==> src/rtl/stream_arbiter_unit.sv <==
// Per-output round-robin packet arbiter: each output locks onto one input stream until that
// stream's last beat. Defining STREAM_ARB_TIMEOUT_EN adds a per-output stall timeout.
module stream_arbiter_unit #(
  parameter  int S_DATA_COUNT   = 2,
  parameter  int M_DATA_COUNT   = 3,
  parameter  int TIMEOUT_CYCLES = 16,
  localparam int T_ID___WIDTH   = $clog2(S_DATA_COUNT),
  localparam int T_DEST_WIDTH   = $clog2(M_DATA_COUNT)
) (
  input  logic                                       clk_i,
  input  logic                                       rst_i,
  input  logic [S_DATA_COUNT-1:0][T_DEST_WIDTH-1:0]  s_dest_i,
  input  logic [S_DATA_COUNT-1:0]                    s_valid_i,
  input  logic [S_DATA_COUNT-1:0]                    s_last_i,
  input  logic [M_DATA_COUNT-1:0]                    m_ready_i,
  output logic [M_DATA_COUNT-1:0][T_ID___WIDTH-1:0]  grant_o,
  output logic [M_DATA_COUNT-1:0]                    arbiter_ready_o,
  output logic [M_DATA_COUNT-1:0]                    timeout_o
);

  typedef enum logic {
    IDLE   = 1'b0,
    LOCKED = 1'b1
  } state_t;

  if (S_DATA_COUNT < 2) begin : g_bad_s_count
    $error("stream_arbiter_unit: S_DATA_COUNT must be >= 2");
  end
  if (M_DATA_COUNT < 2) begin : g_bad_m_count
    $error("stream_arbiter_unit: M_DATA_COUNT must be >= 2");
  end
  if (TIMEOUT_CYCLES < 1) begin : g_bad_timeout
    $error("stream_arbiter_unit: TIMEOUT_CYCLES must be >= 1");
  end

  // Input index after idx, wrapping from the last input back to input 0.
  function automatic logic [T_ID___WIDTH-1:0] wrap_inc(input logic [T_ID___WIDTH-1:0] idx);
    return (idx == T_ID___WIDTH'(S_DATA_COUNT - 1)) ? '0 : idx + 1'b1;
  endfunction

  // First requester at or above ptr, wrapping; only meaningful when req != 0.
  function automatic logic [T_ID___WIDTH-1:0] rr_pick(
    input logic [S_DATA_COUNT-1:0] req,
    input logic [T_ID___WIDTH-1:0] ptr
  );
    logic [T_ID___WIDTH-1:0] idx;
    logic [T_ID___WIDTH-1:0] pick;
    logic                    found;
    idx   = ptr;
    pick  = ptr;
    found = 1'b0;
    for (int k = 0; k < S_DATA_COUNT; k++) begin
      if (!found && req[idx]) begin
        pick  = idx;
        found = 1'b1;
      end
      idx = wrap_inc(idx);
    end
    return pick;
  endfunction

`ifndef STREAM_ARB_TIMEOUT_EN
  assign timeout_o = '0;
`endif

  for (genvar i = 0; i < M_DATA_COUNT; i++) begin : g_out
    localparam logic [T_DEST_WIDTH-1:0] OUT_IDX = T_DEST_WIDTH'(i);

    state_t                  state;
    logic [T_ID___WIDTH-1:0] grant_q;
    logic [T_ID___WIDTH-1:0] rr_ptr;
    logic [T_ID___WIDTH-1:0] pick;
    logic [S_DATA_COUNT-1:0] req;
    logic                    beat;
    logic                    last_beat;

    // Out-of-range destinations never match any OUT_IDX, so they never request.
    for (genvar j = 0; j < S_DATA_COUNT; j++) begin : g_req
      assign req[j] = s_valid_i[j] && (s_dest_i[j] == OUT_IDX);
    end

    assign pick      = rr_pick(req, rr_ptr);
    assign beat      = (state == LOCKED) && s_valid_i[grant_q] && m_ready_i[i];
    assign last_beat = beat && s_last_i[grant_q];

`ifdef STREAM_ARB_TIMEOUT_EN
    localparam int CNT_W = $clog2(TIMEOUT_CYCLES + 1);
    logic [CNT_W-1:0] stall_cnt;
    logic             timeout_q;

    always_ff @(posedge clk_i) begin
      // NOTE: non-blocking assignments throughout sequential blocks, so every flop
      // samples the pre-edge values of its neighbours regardless of statement order.
      if (rst_i) begin
        // NOTE: grant and pointer flops are reset explicitly: grant_o must read 0 and the
        // first arbitration after reset must start from input 0.
        state     <= IDLE;
        grant_q   <= '0;
        rr_ptr    <= '0;
        stall_cnt <= '0;
        timeout_q <= 1'b0;
      end else begin
        timeout_q <= 1'b0;
        case (state)
          IDLE: begin
            if (|req) begin
              grant_q   <= pick;
              rr_ptr    <= wrap_inc(pick);
              stall_cnt <= '0;
              state     <= LOCKED;
            end
          end
          LOCKED: begin
            // The pulse fires as the count reaches the limit; the release follows one edge later.
            if (stall_cnt == CNT_W'(TIMEOUT_CYCLES)) begin
              state <= IDLE;
            end else if (beat) begin
              stall_cnt <= '0;
              if (last_beat) state <= IDLE;
            end else begin
              stall_cnt <= stall_cnt + 1'b1;
              if (stall_cnt == CNT_W'(TIMEOUT_CYCLES - 1)) timeout_q <= 1'b1;
            end
          end
          default: state <= IDLE;
        endcase
      end
    end

    assign timeout_o[i] = timeout_q;
`else
    always_ff @(posedge clk_i) begin
      // NOTE: non-blocking assignments throughout sequential blocks, so every flop
      // samples the pre-edge values of its neighbours regardless of statement order.
      if (rst_i) begin
        // NOTE: grant and pointer flops are reset explicitly: grant_o must read 0 and the
        // first arbitration after reset must start from input 0.
        state   <= IDLE;
        grant_q <= '0;
        rr_ptr  <= '0;
      end else begin
        case (state)
          IDLE: begin
            if (|req) begin
              grant_q <= pick;
              rr_ptr  <= wrap_inc(pick);
              state   <= LOCKED;
            end
          end
          LOCKED: begin
            if (last_beat) state <= IDLE;
          end
          default: state <= IDLE;
        endcase
      end
    end
`endif

    assign grant_o[i]         = grant_q;
    assign arbiter_ready_o[i] = (state == LOCKED);
  end

endmodule

==> config.mk <==
export PLATFORM = sky130hd
export DESIGN_NAME = stream_arbiter_unit
export DESIGN_NICKNAME = d
export VERILOG_FILES = /design/src/rtl/stream_arbiter_unit.sv
export SDC_FILE = /design/constraint.sdc
export NUM_CORES = 1
export LEC_CHECK = 0
export ABC_AREA = 0
export BUFFER_PORTS_ARGS = -buffer_cell sky130_fd_sc_hd__buf_2
export CAP_MARGIN = 20
export CORE_UTILIZATION = 40
export CTS_CLUSTER_SIZE = 12
export DETAILED_ROUTE_END_ITERATION = 12
export PLACE_DENSITY = 0.74
export SETUP_SLACK_MARGIN = 0.05
export SLEW_MARGIN = 20
export SYNTH_ARGS = -nofsm -noshare
export SYNTH_HDL_FRONTEND = slang
export SYNTH_SLANG_ARGS = --single-unit
==> constraint.sdc <==
create_clock -name clk_i -period 1.8 [get_ports clk_i]
set_clock_uncertainty 0.05 [all_clocks]
set_input_delay 0.36 -clock clk_i [delete_from_list [all_inputs] [get_ports clk_i]]
set_output_delay 0.36 -clock clk_i [all_outputs]
set_load 0.02 [all_outputs]
==> results.sh, run 1 <==
export IMPL_slew_violations=0
export IMPL_dieArea_um2=1480
export IMPL_fill_cells=115
export IMPL_nets=87
export IMPL_min_period_ns=1.30
export IMPL_antennaDiodeCount=0
export IMPL_drc=0
export IMPL_place_gp_congestion=0.735
export IMPL_cts_hold_buffers=0
export IMPL_area_growth_pct=13.4
export IMPL_port_buffers=18
export IMPL_synthCells=59
export IMPL_clk_pin_slew_ns=0.06
export IMPL_grt_first_pass_wirelength_um=1800
export IMPL_min_period_over_period=0.721
export IMPL_hpwl_um=833
export IMPL_multi_input_area_um2=280
export IMPL_finalHoldViolCount=0
export IMPL_cts_setup_buffers=0
export IMPL_wire_per_inst_um=12.3
export IMPL_rsz0062_at_grt="no"
export IMPL_p_per_area_nw_per_um2=775
export IMPL_path_delay_family="flip-flops"
export IMPL_die_height_um=38.5
export IMPL_p_leak_nw=0.253
export IMPL_hold_path_class="input port to register"
export IMPL_seqCellArea_um2=180
export IMPL_cp_required_ns=1.39
export IMPL_drt_wl_total_um=1070
export IMPL_num_vias=477
export IMPL_cts_root_buf="clkbuf_4"
export IMPL_die_w_um=38.5
export IMPL_crit_path_cell_trace="buf_2"
export IMPL_overflow=0
export IMPL_synth_seq_cells=9
export IMPL_grt_util_met1=0.241
export IMPL_status="finished clean"
export IMPL_antenna_found_initial=0
export IMPL_antenna_left=0
export IMPL_grt_busiest_layer="met2"
export IMPL_grt_max_degree=10
export IMPL_slowest_delay_ns=0.43
export IMPL_cts_made_buffers=3
export IMPL_path_buf_inv=1
export IMPL_dr_first_iter_drc_count=13
export IMPL_end_kind="primary output"
export IMPL_cts_tree="yes"
export IMPL_yosysTopAreaCell="dfxtp_1"
export IMPL_path_class="register to primary output"
export IMPL_cap_viol_max_count=0
export IMPL_cp_slowest_cell="dfxtp_1"
export IMPL_netlist_cell_type_count=21
export IMPL_syn_mean_instance_area_um2=9.01
export IMPL_cts_resized=0
export IMPL_numClockSinks=9
export IMPL_setup_tns_ns=0
export IMPL_clock_latency_ns=0.26
export IMPL_syn_area_um2=532
export IMPL_synth_top_area_share=0.339
export IMPL_met3_usage=0.0465
export IMPL_grt_util_all_layers=0.177
export IMPL_drt_pass1_iter_count=4
export IMPL_yosys_warnings=0
export IMPL_max_freq_mhz=770
export IMPL_vias_per_cell=5.48
export IMPL_crit_arrival_ns=0.89
export IMPL_drive_gt1_frac=0.329
export IMPL_hold_slack_ns=0.269
export IMPL_ir_drop_v=0.000543
export IMPL_coreArea_um2=1170
export IMPL_clock_path_buffers=2
export IMPL_synthTopCellsByArea="dfxtp_1 (34%), buf_4 (13%), and4bb_1 (7.1%)"
export IMPL_met2_usage=0.258
export IMPL_start_util=0.454
export IMPL_h_tree_depth=1
export IMPL_num_io_pins=22
export IMPL_cp_start_kind="register"
export IMPL_setup_viol=0
export IMPL_path_max_fanout=5
export IMPL_grt_pass1_vias=427
export IMPL_seq_area_frac_synth=0.339
export IMPL_num_rows=12
stage by stage:
step,setup slack [ns],util,cells,total power [mW],area [um2]
2_1_floorplan,0.548,-,61,0.295,539
3_3_place_gp,0.416,0.491,83,0.314,576
3_5_place_dp,0.400,0.491,83,0.316,576
4_1_cts,0.492,0.515,87,0.471,603
5_1_grt,0.433,0.515,87,0.501,603
6_report,0.501,0.515,87,0.468,603
layer usage:
metal / routed length (um) / vias to the layer above / share of wire
li1: - / 249 / -
met1: 526 / 200 / 0.49
met2: 427 / 28 / 0.40
met3: 114 / 0 / 0.11
met4: 0 / 0 / 0
met5: 0 / - / 0
power by group:
part | internal (mW) | leakage, nW | total, mW | switching (mW)
clock | 0.0819 | 0.0177 | 0.156 | 0.0740
sequential | 0.212 | 0.0738 | 0.225 | 0.0133
combinational | 0.0367 | 0.162 | 0.0866 | 0.0500
total | 0.330 | 0.253 | 0.468 | 0.137
synth_stat cells, drive strengths merged:
| cell type | number |
|---|---|
| and4bb | 3 |
| inv | 2 |
| a21oi | 4 |
| nor2 | 4 |
| and3b | 1 |
| a211oi | 3 |
| dfxtp | 9 |
| nand4 | 2 |
| nor4b | 2 |
| nand3b | 1 |
| nand4b | 2 |
| or4b | 1 |
| buf | 10 |
| a311oi | 4 |
| conb | 1 |
| o21ai | 5 |
| nand2 | 3 |
| nand4bb | 1 |
| nand3 | 1 |
cell usage in the layout (no fill, tap or decap), drive strengths merged:
cell type	count
a311oi	4
or4b	1
nor2	4
nand3b	1
clkinv	1
a21oi	4
dfxtp	9
a211oi	3
and3b	1
nand3	1
nand4bb	1
inv	2
nand4	2
nand4b	2
o21ai	5
nand2	3
clkbuf	3
nor4b	2
conb	3
and4bb	3
buf	18
kinds of logic (layout without fill, tap and decap cells):
group,count (synthesis),count (layout),synth area share
buf+inv,12,24,0.148
flops,9,9,0.339
compound gates,16,16,0.193
simple gates,21,21,0.313
other cells,1,3,0.00705
layout make-up:
type	count	share of cell area
Timing Repair Buffer	18	0.149
Multi-Input combinational cell	40	0.465
Sequential cell	9	0.299
Tap cell	14	0.0290
Clock buffer	3	0.0373
Inverter	2	0.0124
Clock inverter	1	0.00830
sequential cells by signal (all words and copies together), names as in the netlist:
register	flops
g_out.state	3
g_out.grant_q	3
g_out.rr_ptr	3
path summary, 6_finish.rpt:
check	from	endpoint	cells past startpoint	slack (ns)
worst max register to register	g_out[0].state	g_out[0].grant_q	3	0.59
worst min-delay path	m_ready_i[1]	g_out[1].state	2	0.27
worst min register to register	g_out[2].rr_ptr	g_out[2].rr_ptr	1	0.42
worst max-delay path	g_out[0].state	arbiter_ready_o[0]	1	0.50
(Power assumes the default switching activity.)
==> inputs of run 2 (changes only) <==
Clock period 1.8 ns to 1.23 ns, I/O delays scaled along.
==> run 2 against run 1 <==
Clock power up 51%. Sequential cell count unchanged. First-iteration DRC count down 31%. Critical path type unchanged. Critical endpoint unchanged.
==> results.sh, run 2 (synthesis results as in run 1) <==
export IMPL_end_kind="primary output"
export IMPL_cts_made_buffers=3
export IMPL_grt_max_degree=10
export IMPL_ir_drop_v=0.000493
export IMPL_die_w_um=38.5
export IMPL_clock_path_buffers=2
export IMPL_area_growth_pct=21.9
export IMPL_dieArea_um2=1480
export IMPL_cp_start_kind="register"
export IMPL_cts_setup_buffers=0
export IMPL_start_util=0.454
export IMPL_drt_wl_total_um=1180
export IMPL_r2r_start="g_out[0].state"
export IMPL_status="finished clean"
export IMPL_overflow=0
export IMPL_power_frac_comb=0.212
export IMPL_antennaDiodeCount=0
export IMPL_instances_no_fill=91
export IMPL_hold_slack_ns=0.130
export IMPL_switchingPower_mw=0.209
export IMPL_p_leak_nw=0.276
export IMPL_final_common_cell="buf_2"
export IMPL_reg2reg_to="g_out[0].grant_q"
export IMPL_nets=91
export IMPL_hold_path_end="g_out[1].state"
export IMPL_coreArea_um2=1170
export IMPL_grt_util_all_layers=0.183
export IMPL_finalPower_mw=0.713
export IMPL_rr_worst_depth=3
export IMPL_slew_violations=0
export IMPL_num_rows=12
export IMPL_grt_first_pass_wirelength_um=1810
export IMPL_drt_pass1_iter_count=4
export IMPL_dr_first_iter_drc_count=9
export IMPL_min_period_ns=1.16
export IMPL_setup_tns_ns=0
export IMPL_min_period_over_period=0.942
export IMPL_path_class="register to primary output"
export IMPL_swShare=0.294
export IMPL_reg_top3="g_out.grant_q x3, g_out.rr_ptr x3, g_out.state x3"
export IMPL_numPlacedInstances=87
export IMPL_p_clk_frac=0.329
export IMPL_wire_per_inst_um=13.0
export IMPL_rsz0062_at_grt="yes"
export IMPL_antenna_found_initial=0
export IMPL_drc=0
export IMPL_cap_viol_max_count=0
export IMPL_die_height_um=38.5
export IMPL_setup_viol=0
export IMPL_hpwl_um=856
export IMPL_port_buffers=18
export IMPL_fin_util=0.553
export IMPL_power_frac_seq=0.458
export IMPL_cts_tree="yes"
export IMPL_num_io_pins=22
export IMPL_antenna_left=0
export IMPL_path_max_fanout=4
export IMPL_finalHoldViolCount=0
export IMPL_holdPathStages=2
export IMPL_p_per_area_nw_per_um2=1100
export IMPL_cts_root_buf="clkbuf_4"
export IMPL_h_tree_depth=1
export IMPL_numClockSinks=9
export IMPL_vias_per_cell=5.40
export IMPL_max_freq_mhz=863
export IMPL_hold_path_class="input port to register"
export IMPL_intPower_mw=0.504
export IMPL_clock_latency_ns=0.27
export IMPL_drive_gt1_frac=0.364
export IMPL_grt_pass1_vias=387
export IMPL_crit_arrival_ns=0.86
export IMPL_hp_start="m_ready_i[1]"
export IMPL_r2r_slack_ns=0.07
export IMPL_cp_required_ns=0.93
export IMPL_layout_common_cells="buf_2 (17), dfxtp_1 (8)"
export IMPL_place_gp_congestion=0.801
export IMPL_clk_pin_slew_ns=0.06
export IMPL_num_vias=491
-- run 2: changes by cell type in the layout (fill, tap and decap cells not counted) --
cell | previous run | this run
buf_2 | 18 | 17
buf_4 | 0 | 4
buf_6 | 0 | 1
clkbuf_1 | 0 | 1
clkinv_2 | 1 | 0
dfxtp_1 | 9 | 8
dfxtp_2 | 0 | 1
nor4b_2 | 2 | 1
nor4b_4 | 0 | 1
-- run 2: area by class of cell --
cell class,instances,area [um2]
sequential,9,181
fill,111,523
timing repair buffer,22,126
inverter,2,7.51
tap,14,17.5
multi-input combinational,40,289
clock buffer,4,26.3
-- run 2: worst max-delay path by stage --
stage / startpoint / to / slack [ns] / cells past startpoint
2_1_floorplan: g_out[0].state / g_out[0].grant_q / 0.06 / 3
3_3_place_gp: s_dest_i[0] / g_out[0].grant_q / -0.007 / 4
3_5_place_dp: s_dest_i[0] / g_out[0].grant_q / -0.03 / 4
4_1_cts: g_out[1].state / arbiter_ready_o[1] / 0.06 / 1
5_1_grt: g_out[0].state / g_out[0].grant_q / 0.03 / 4
6_report: g_out[0].state / arbiter_ready_o[0] / 0.07 / 2
-- run 2: power by group through the flow --
| stage | sequential (mW) | combinational [mW] | clock [mW] |
|---|---|---|---|
| after floorplan | 0.330 | 0.101 | 0 |
| after global placement | 0.332 | 0.139 | 0 |
| after detailed placement | 0.332 | 0.142 | 0 |
| after CTS | 0.326 | 0.147 | 0.248 |
| after global routing | 0.329 | 0.164 | 0.257 |
| final | 0.327 | 0.151 | 0.235 |
-- run 2: per-layer routing --
metal	part of all wire	global-route usage	up-vias	wire [um]
li1	-	-	253	-
met1	0.55	0.258	215	645
met2	0.38	0.242	21	444
met3	0.067	0.0698	2	79
met4	0.0085	0.0776	0	10
met5	0	0	-	0
-- run 2: stage by stage --
step | setup slack, ns | area (um2)
floorplan | 0.0582 | 539
global placement | -0.00736 | 606
detailed placement | -0.0267 | 606
CTS | 0.0642 | 638
global route | 0.0297 | 648
finish | 0.0714 | 648
-- run 2: critical path, stage by stage (launching register included) --
cell and delay, ns:
dfxtp_1 0.33, buf_4 0.15, buf_6 0.12
-- run 2: what timing repair did --
action,CTS,global route
resized for setup,2,2
hold buffers,0,0
pin swaps,0,0
endpoints found under the setup margin,1,4
